===== config.mk =====
export PLATFORM = sky130hd
export DESIGN_NAME = tube_display_ctrl
export DESIGN_NICKNAME = d
export VERILOG_FILES = /design/src/rtl/tube_pkg.sv /design/src/rtl/seg7_decode.sv /design/src/rtl/tube_display_ctrl.sv
export SDC_FILE = /design/constraint.sdc
export NUM_CORES = 1
export LEC_CHECK = 0
export CAP_MARGIN = 20
export CORE_MARGIN = 8
export CORE_UTILIZATION = 27
export DETAILED_ROUTE_END_ITERATION = 6
export SETUP_SLACK_MARGIN = 0.3
export SYNTH_ARGS = -nofsm -noshare
export SYNTH_HDL_FRONTEND = slang
export SYNTH_HIERARCHICAL = 1
export SYNTH_SLANG_ARGS = --single-unit
export TNS_END_PERCENT = 5

===== constraint.sdc =====
create_clock -name clk -period 5.2 [get_ports clk]
set_clock_uncertainty 0.15 [all_clocks]
set_input_delay 1.04 -clock clk [delete_from_list [all_inputs] [get_ports clk]]
set_output_delay 1.04 -clock clk [all_outputs]
set_load 0.02 [all_outputs]

===== src/rtl/tube_pkg.sv =====
// Shared constants for the seven-segment tube display controller:
// active-low segment codes, register offsets and the blank pattern.
package tube_pkg;

    // Active-low segment patterns, bit0 = a ... bit6 = g, bit7 = dp (off)
    localparam logic [7:0] SEG_0 = 8'hC0;
    localparam logic [7:0] SEG_1 = 8'hF9;
    localparam logic [7:0] SEG_2 = 8'hA4;
    localparam logic [7:0] SEG_3 = 8'hB0;
    localparam logic [7:0] SEG_4 = 8'h99;
    localparam logic [7:0] SEG_5 = 8'h92;
    localparam logic [7:0] SEG_6 = 8'h82;
    localparam logic [7:0] SEG_7 = 8'hF8;
    localparam logic [7:0] SEG_8 = 8'h80;
    localparam logic [7:0] SEG_9 = 8'h90;
    localparam logic [7:0] SEG_A = 8'h88;
    localparam logic [7:0] SEG_B = 8'h83;
    localparam logic [7:0] SEG_C = 8'hC6;
    localparam logic [7:0] SEG_D = 8'hA1;
    localparam logic [7:0] SEG_E = 8'h86;
    localparam logic [7:0] SEG_F = 8'h8E;

    // All segments dark
    localparam logic [7:0] SEG_BLANK = 8'hFF;

    // Bus word offsets
    localparam logic [1:0] ADDR_DATA = 2'd0;
    localparam logic [1:0] ADDR_AUX  = 2'd1;
    localparam logic [1:0] ADDR_CTRL = 2'd2;

    // CTRL after reset: display enabled, group 2 dp off
    localparam logic [1:0] CTRL_RESET = 2'b01;

endpackage


===== src/rtl/seg7_decode.sv =====
// Combinational hex nibble to active-low seven-segment decoder.
// The decimal point (bit7) is always returned dark.
module seg7_decode
    import tube_pkg::*;
(
    input  logic [3:0] nib_i,
    output logic [7:0] seg_o
);

    // Look up the segment pattern for the nibble
    always_comb begin
        seg_o = SEG_BLANK;
        case (nib_i)
            4'h0:    seg_o = SEG_0;
            4'h1:    seg_o = SEG_1;
            4'h2:    seg_o = SEG_2;
            4'h3:    seg_o = SEG_3;
            4'h4:    seg_o = SEG_4;
            4'h5:    seg_o = SEG_5;
            4'h6:    seg_o = SEG_6;
            4'h7:    seg_o = SEG_7;
            4'h8:    seg_o = SEG_8;
            4'h9:    seg_o = SEG_9;
            4'hA:    seg_o = SEG_A;
            4'hB:    seg_o = SEG_B;
            4'hC:    seg_o = SEG_C;
            4'hD:    seg_o = SEG_D;
            4'hE:    seg_o = SEG_E;
            4'hF:    seg_o = SEG_F;
            default: seg_o = SEG_BLANK;
        endcase
    end

endmodule


===== src/rtl/tube_display_ctrl.sv =====
// Bus-slave seven-segment tube controller. Holds a 32-bit display word,
// a 4-bit auxiliary digit and a control register, and time-multiplexes
// the word onto two 4-digit groups while group 2 shows the aux digit.
// Select and segment outputs are registered together so they never skew.
module tube_display_ctrl
    import tube_pkg::*;
#(
    parameter int SCAN_DIV = 25000
) (
    input  logic        clk,
    input  logic        reset,
    input  logic        we,
    input  logic [1:0]  addr,
    input  logic [31:0] wdata,
    output logic [31:0] rdata,
    output logic [3:0]  digital_tube_sel0,
    output logic [3:0]  digital_tube_sel1,
    output logic        digital_tube_sel2,
    output logic [7:0]  digital_tube0,
    output logic [7:0]  digital_tube1,
    output logic [7:0]  digital_tube2
);

    localparam int CNT_W = (SCAN_DIV > 2) ? $clog2(SCAN_DIV) : 1;
    localparam logic [CNT_W-1:0] CNT_LAST = CNT_W'(SCAN_DIV - 1);

    logic [31:0]      data_q, data_d;
    logic [3:0]       aux_q, aux_d;
    logic [1:0]       ctrl_q, ctrl_d;
    logic [CNT_W-1:0] cnt_q, cnt_d;
    logic [1:0]       idx_q, idx_d;

    logic [3:0]       sel0_q, sel0_d;
    logic [3:0]       sel1_q, sel1_d;
    logic             sel2_q, sel2_d;
    logic [7:0]       tube0_q, tube0_d;
    logic [7:0]       tube1_q, tube1_d;
    logic [7:0]       tube2_q, tube2_d;

    logic [3:0]       nib0_s, nib1_s;
    logic [7:0]       seg0_s, seg1_s, seg2_s;

    seg7_decode u_dec0 (.nib_i(nib0_s), .seg_o(seg0_s));
    seg7_decode u_dec1 (.nib_i(nib1_s), .seg_o(seg1_s));
    seg7_decode u_dec2 (.nib_i(aux_q),  .seg_o(seg2_s));

    // Register file update from bus writes; offset 3 is ignored
    always_comb begin
        data_d = data_q;
        aux_d  = aux_q;
        ctrl_d = ctrl_q;
        if (we) begin
            case (addr)
                ADDR_DATA: data_d = wdata;
                ADDR_AUX:  aux_d  = wdata[3:0];
                ADDR_CTRL: ctrl_d = wdata[1:0];
                default:   data_d = data_q;
            endcase
        end else begin
            data_d = data_q;
        end
    end

    // Scan timer: hold each digit SCAN_DIV cycles, then step the position
    always_comb begin
        cnt_d = cnt_q;
        idx_d = idx_q;
        if (cnt_q == CNT_LAST) begin
            cnt_d = '0;
            idx_d = idx_q + 2'd1;
        end else begin
            cnt_d = cnt_q + CNT_W'(1);
            idx_d = idx_q;
        end
    end

    // Pick the nibble for the current digit position of each group
    always_comb begin
        nib0_s = 4'h0;
        nib1_s = 4'h0;
        case (idx_q)
            2'd0: begin nib0_s = data_q[3:0];   nib1_s = data_q[19:16]; end
            2'd1: begin nib0_s = data_q[7:4];   nib1_s = data_q[23:20]; end
            2'd2: begin nib0_s = data_q[11:8];  nib1_s = data_q[27:24]; end
            2'd3: begin nib0_s = data_q[15:12]; nib1_s = data_q[31:28]; end
            default: begin nib0_s = 4'h0; nib1_s = 4'h0; end
        endcase
    end

    // Next display outputs; EN low blanks everything but the scan keeps going
    always_comb begin
        sel0_d  = 4'b0000;
        sel1_d  = 4'b0000;
        sel2_d  = 1'b0;
        tube0_d = SEG_BLANK;
        tube1_d = SEG_BLANK;
        tube2_d = SEG_BLANK;
        if (ctrl_q[0]) begin
            sel0_d  = 4'b0001 << idx_q;
            sel1_d  = 4'b0001 << idx_q;
            sel2_d  = 1'b1;
            tube0_d = seg0_s;
            tube1_d = seg1_s;
            // decoder leaves dp dark; DP2 pulls it low
            tube2_d = {seg2_s[7] & ~ctrl_q[1], seg2_s[6:0]};
        end else begin
            sel2_d  = 1'b0;
        end
    end

    // Read-back mux; unused bits and the reserved offset read as zero
    always_comb begin
        rdata = 32'h0000_0000;
        case (addr)
            ADDR_DATA: rdata = data_q;
            ADDR_AUX:  rdata = {28'h000_0000, aux_q};
            ADDR_CTRL: rdata = {30'h0000_0000, ctrl_q};
            default:   rdata = 32'h0000_0000;
        endcase
    end

    // State and output registers with synchronous reset
    always_ff @(posedge clk) begin
        if (reset) begin
            data_q  <= 32'h0000_0000;
            aux_q   <= 4'h0;
            ctrl_q  <= CTRL_RESET;
            cnt_q   <= '0;
            idx_q   <= 2'd0;
            sel0_q  <= 4'b0001;
            sel1_q  <= 4'b0001;
            sel2_q  <= 1'b1;
            tube0_q <= SEG_0;
            tube1_q <= SEG_0;
            tube2_q <= SEG_0;
        end else begin
            data_q  <= data_d;
            aux_q   <= aux_d;
            ctrl_q  <= ctrl_d;
            cnt_q   <= cnt_d;
            idx_q   <= idx_d;
            sel0_q  <= sel0_d;
            sel1_q  <= sel1_d;
            sel2_q  <= sel2_d;
            tube0_q <= tube0_d;
            tube1_q <= tube1_d;
            tube2_q <= tube2_d;
        end
    end

    assign digital_tube_sel0 = sel0_q;
    assign digital_tube_sel1 = sel1_q;
    assign digital_tube_sel2 = sel2_q;
    assign digital_tube0     = tube0_q;
    assign digital_tube1     = tube1_q;
    assign digital_tube2     = tube2_q;

endmodule


# [Word-level counts from Yosys, hierarchy flattened]
# Memory sizes are Yosys's and may differ from the RTL's. A register that Yosys moved wholly into a read port is not among the register bits.
# Index checks and enable logic that the tools add are counted.
[totals] mem_count=3 ff_bits=84 elab_cells=46 output_inout_bits=65 inputBits=37 mem_bits_ro=336
[classes] n_addsub=2 n_shift=1 mux=10 n_reduce_logical=7 n_eq_ne=6 bitwise=3
[memory_table] memory="(no name shown)" depth=16 width=7 rd=1 rd_ports_with_merged_regs=0 write_ports=0 line="seg7_decode.sv:13" text="case (nib_i)"
[memory_table] memory="(no name shown)" depth=16 width=7 rd=1 rd_ports_with_merged_regs=0 write_ports=0 line="seg7_decode.sv:13"
[memory_table] memory="(no name shown)" depth=16 width=7 rd=1 rd_ports_with_merged_regs=1 write_ports=0 line="seg7_decode.sv:13"
[ops] op="$pmux 32 s3" n=1
[ops] op="$pmux 4 s4" n=2
[ops] op="$mux 6" n=3
[ops] op="$add 15x1->15 const B" n=1
[ops] op="$eq 15x15->1 const B" n=1
[ops] op="$mux 4" n=2
[ops] op="$eq 2x2->1 const B" n=3
[ops] op="$reduce_and 2->1" n=3
[ops] op="$eq 2x1->1 const B" n=2
[ops] op="$logic_not 2->1" n=2
[ops] op="$reduce_or 2->1" n=2
[ops] op="$shl 1x2->4 const A" n=1
[ops] op="$add 2x1->2 const B" n=1
[ops] op="$mux 1" n=2
[ops] op="$not 1->1" n=2
[ops] op="$and 1x1->1 const A" n=1

# [Longest topological paths before layout]
[logic_depth] word_depth=4 ltp_mapped=12 depth_no_buf=11

# [Modules after synthesis]
# Netlist, hierarchy kept.
[modules_own_cells] module="tube_display_ctrl" cells_each=409 n_inst=1 seq_area_each_um2=1681.6 area_per_inst_um2=3439.5
[modules_own_cells] module="seg7_decode" cells_each=34 n_inst=3 seq_area_each_um2=0.0 area_per_inst_um2=286.5

# [Least setup slack after synthesis]
# OpenSTA, ideal clock, no wires.
[synth_timing] path_kind="input-to-output" start="in addr[0]" end="out rdata[0]" t_arrival_ns=1.972 path_slack_ns=2.038 n_path_buf=1 stages=3 required_ns=4.010 path_cell_list="clkbuf_1 > mux2i_1 > o21ai_0"
[synth_between] elab_chain_len=2 word_cells_on_any_way=4 classes_between="eq/ne: 2; mux: 1; reduce/logical: 1"
[synth_rtl] element="from (decl)" line="tube_display_ctrl.sv:13" text="input logic [1:0] addr,"
[synth_rtl] element="$eq 2x2->1 (tied with other cells)" line="tube_display_ctrl.sv:114" text="case (addr)"
[synth_rtl] element="$pmux 32 s3 (*)" line="tube_display_ctrl.sv:114"
[synth_rtl] element="to (decl)" line="tube_display_ctrl.sv:15" text="output logic [31:0] rdata,"
# Every way passes the cells marked *; elsewhere a longest branch is shown, timed or not.

# [Worst setup path in the final report]
[layout_timing] start="in addr[1]" end="out rdata[0]"
# Same word-level chain as after synthesis.

==> flow_metrics.env <==
export IMPL_status="complete, no violations"
export IMPL_worstMarginPinSlew_ns=0.8559
export IMPL_hold_class="flip-flop to flip-flop"
export IMPL_yosys_warnings=6
export IMPL_yosys_area_share_simple_pct=20.58
export IMPL_grt_pass1_wl_mm=18.38
export IMPL_ys_ff_latch=84
export IMPL_rsz0062_at_grt="false"
export IMPL_grt_max_degree=64
export IMPL_maxSlewViolCount=0
export IMPL_synth_mux_area_share_pct=9.371
export IMPL_drt_total_wl_mm=11.60
export IMPL_rows=46
export IMPL_synth_cells=511
export IMPL_p_leak_nw=2.193
export IMPL_max_cap_viol_count=0
export IMPL_synth_main_ff_cell="dfxtp_1"
export IMPL_grt_total_usage_pct=11.52
export IMPL_grt_pass1_vias=3584
export IMPL_drive_above_1_share_pct=5.369
export IMPL_synth_adder_area_share_pct=7.858
export IMPL_synthArstFlopShare_pct=0
export IMPL_path_clk_slew_ns=0.06
export IMPL_syn_area_sq_um=4299
export IMPL_die_y_microns=142.2
export IMPL_synth_xor_area_share_pct=2.852
export IMPL_worstSkewPairLatency_ns=0.34
export IMPL_cp_slowest_cell="clkdlybuf4s50_1"
export IMPL_io_pins=102
export IMPL_dp_cells=793
export IMPL_hold_end="data_q[19]$_SDFFE_PP0P_"
export IMPL_num_fill_cells=1585
export IMPL_die_w_microns=142.2
export IMPL_placed_cell_area_sq_um=5411
export IMPL_root_buffer="clkbuf_16"
export IMPL_hold_viol_final=0
export IMPL_place_gp_congestion=0.7962
export IMPL_die_area_sq_um=20220
export IMPL_synth_top_family_by_area="simple AND/OR/NAND/NOR gates"
export IMPL_r2r_cells=11
export IMPL_post_route_cell_area_sq_um=5827
export IMPL_cts_made_buffers=9
export IMPL_diodes=0
export IMPL_timing_final_crit_share_pct=81.17
export IMPL_synth_compound_gate_area_share_pct=11.50
export IMPL_reg2reg_slack_ns=1.94
export IMPL_r2r_start="idx_q[0]$_SDFFE_PP0N_"
export IMPL_drtPass1Iterations=4
export IMPL_relSlewSlack_pct=41.31
export IMPL_critPathCaptureType="output pin"
export IMPL_fmax_ghz=0.2369
export IMPL_synth_edff_count=0
export IMPL_fin_setup_tns_ns=0
export IMPL_hp_start="data_q[19]$_SDFFE_PP0P_"
export IMPL_period_needed_ns=4.221
export IMPL_r2r_end="digital_tube0[0]$_SDFF_PP0_"
export IMPL_vias_per_cell=4.398
export IMPL_clock_sinks=84
export IMPL_start_util_pct=27.36
export IMPL_crit_chain="clkdlybuf4s50_1 -> nor2b_1 -> nand2_1 -> o21ai_0 -> clkdlybuf4s50_1"
export IMPL_cts_path_max_buffers=2
export IMPL_slowest_delay_ns=0.71
export IMPL_layout_nets=655
export IMPL_ys_types=40
export IMPL_crit_arrival_ns=3.03
export IMPL_antenna_found_initial=1
export IMPL_coreArea_sq_um=15710
export IMPL_vdd_ir_drop_max_v=0.0001586
export IMPL_final_common_cell="clkdlybuf4s50_1"
export IMPL_layout_cells_non_filler=812
export IMPL_syn_nets=575
export IMPL_drtAntennaViolNets=0
export IMPL_syn_to_final_growth_pct=35.54
export IMPL_drtIter0Drc=192
export IMPL_postSynthAreaPerCell_sq_um=8.413
export IMPL_cts_resized=0
export IMPL_power_density_nw_per_um2=283.5
export IMPL_holdBufCountCts=0
export IMPL_grt_ovfl_total=0
export IMPL_crit_type="primary input to output pin"
export IMPL_drc_errors=0
export IMPL_seq_area_frac_synth_pct=39.12
export IMPL_vias=3571
export IMPL_wl_per_cell_microns=14.28
export IMPL_final_cell_mix="100 x clkdlybuf4s50_1, 84 x dfxtp_1, 76 x nand2_1, 54 x a21oi_1, 44 x nor2_1"
export IMPL_crit_top_cell="clkdlybuf4s50_1"
export IMPL_cts_setup_buffers=0
export IMPL_path_max_fanout=11
export IMPL_port_buffer_count=101
export IMPL_critPathRequiredTime_ns=4.01
export IMPL_setup_viol=0
export IMPL_hold_path_depth=2
export IMPL_cp_start_kind="primary input"
export IMPL_dpl_hpwl_mm=8.536
export IMPL_cts_tree="done"
export IMPL_htreeDepth=3
## layer usage
| layer | track usage, % | routed length [microns] | up-vias |
|---|---|---|---|
| met5 | 0 | 13 | - |
| met2 | 19.48 | 5683 | 86 |
| li1 | - | - | 1826 |
| met3 | 3.724 | 766 | 17 |
| met4 | 5.144 | 222 | 2 |
| met1 | 12.97 | 4909 | 1640 |
## layout make-up
class	instances	area, sq um	share of cell area, %
Clock buffer	10	239.0	4.101
Tap cell	216	270.3	4.638
Multi-Input combinational cell	347	2253	38.67
Timing Repair Buffer	107	1091	18.72
Clock inverter	6	133.9	2.298
Inverter	42	157.7	2.706
Sequential cell	84	1682	28.86
## cells by family (layout without fill, tap and decap cells)
family	count (synthesis)	after routing
buffers and inverters	80	165
DFF	84	84
xor gates and xnor gates	14	14
AOI/OAI and AO/OA	82	82
adders and majority gates	27	27
muxes	35	35
other	3	3
and+or+nand+nor	186	186
## power by group
| part | total [mW] | switching (mW) | internal [mW] |
|---|---|---|---|
| registers | 0.683 | 0.0169 | 0.667 |
| logic | 0.172 | 0.0862 | 0.0854 |
| clock network | 0.797 | 0.265 | 0.532 |
| total | 1.65 | 0.368 | 1.28 |
## synthesized netlist by cell type, drive strengths merged (4+ instances only)
cell type / instances / area [sq um]
nand2: 76 / 285.3
buf: 14 / 116.4
ha: 27 / 337.8
mux2i: 29 / 290.3
and2: 25 / 156.4
a21oi: 54 / 270.3
clkbuf: 24 / 90.09
a22o: 6 / 52.55
nand2b: 6 / 45.04
inv: 42 / 157.7
nor3: 7 / 35.03
nor2: 44 / 165.2
nor4: 4 / 25.02
o21ai: 9 / 45.04
nand3: 6 / 30.03
xnor2: 13 / 113.9
a222oi: 8 / 80.08
dfxtp: 84 / 1682
## state kept, by name, summed over array words and instances, names as in the netlist
signal and flops:
data_q 32, cnt_q 15, digital_tube0 8, digital_tube1 8, digital_tube2 8, aux_q 4
digital_tube_sel1 4, ctrl_q 2, idx_q 2, digital_tube_sel2 1
## critical path, delay by kind of cell
| kind | cells | cell delay, ns |
|---|---|---|
| and+or+nand+nor | 2 | 0.43 |
| buffers and inverters | 2 | 1.39 |
| AOI/OAI and AO/OA | 1 | 0.17 |
## worst max path at each step
stage | depth (start not counted) | slack, ns | end | start
after floorplan | 3 | 2.04 | rdata[0] | addr[0]
after global placement | 5 | 1.03 | rdata[0] | addr[1]
after detailed placement | 5 | 0.98 | rdata[0] | addr[1]
after CTS | 5 | 0.99 | rdata[0] | addr[1]
after global routing | 5 | 0.85 | rdata[0] | addr[1]
final | 5 | 0.98 | rdata[0] | addr[1]
## per-stage QoR
stage | setup WS [ns] | total power, mW | hold WS (ns) | utilization [%]
CTS | 0.9855 | 1.673 | 0.3062 | 36.81
floorplan | 2.038 | 0.7912 | 0.2794 | -
global placement | 1.033 | 0.8624 | 0.2908 | 34.27
global route | 0.8470 | 1.722 | 0.3306 | 37.08
finish | 0.9791 | 1.652 | 0.3060 | 37.08
detailed placement | 0.9803 | 0.8687 | 0.2982 | 34.44
No activity file was read; power rests on OpenSTA's default activity.
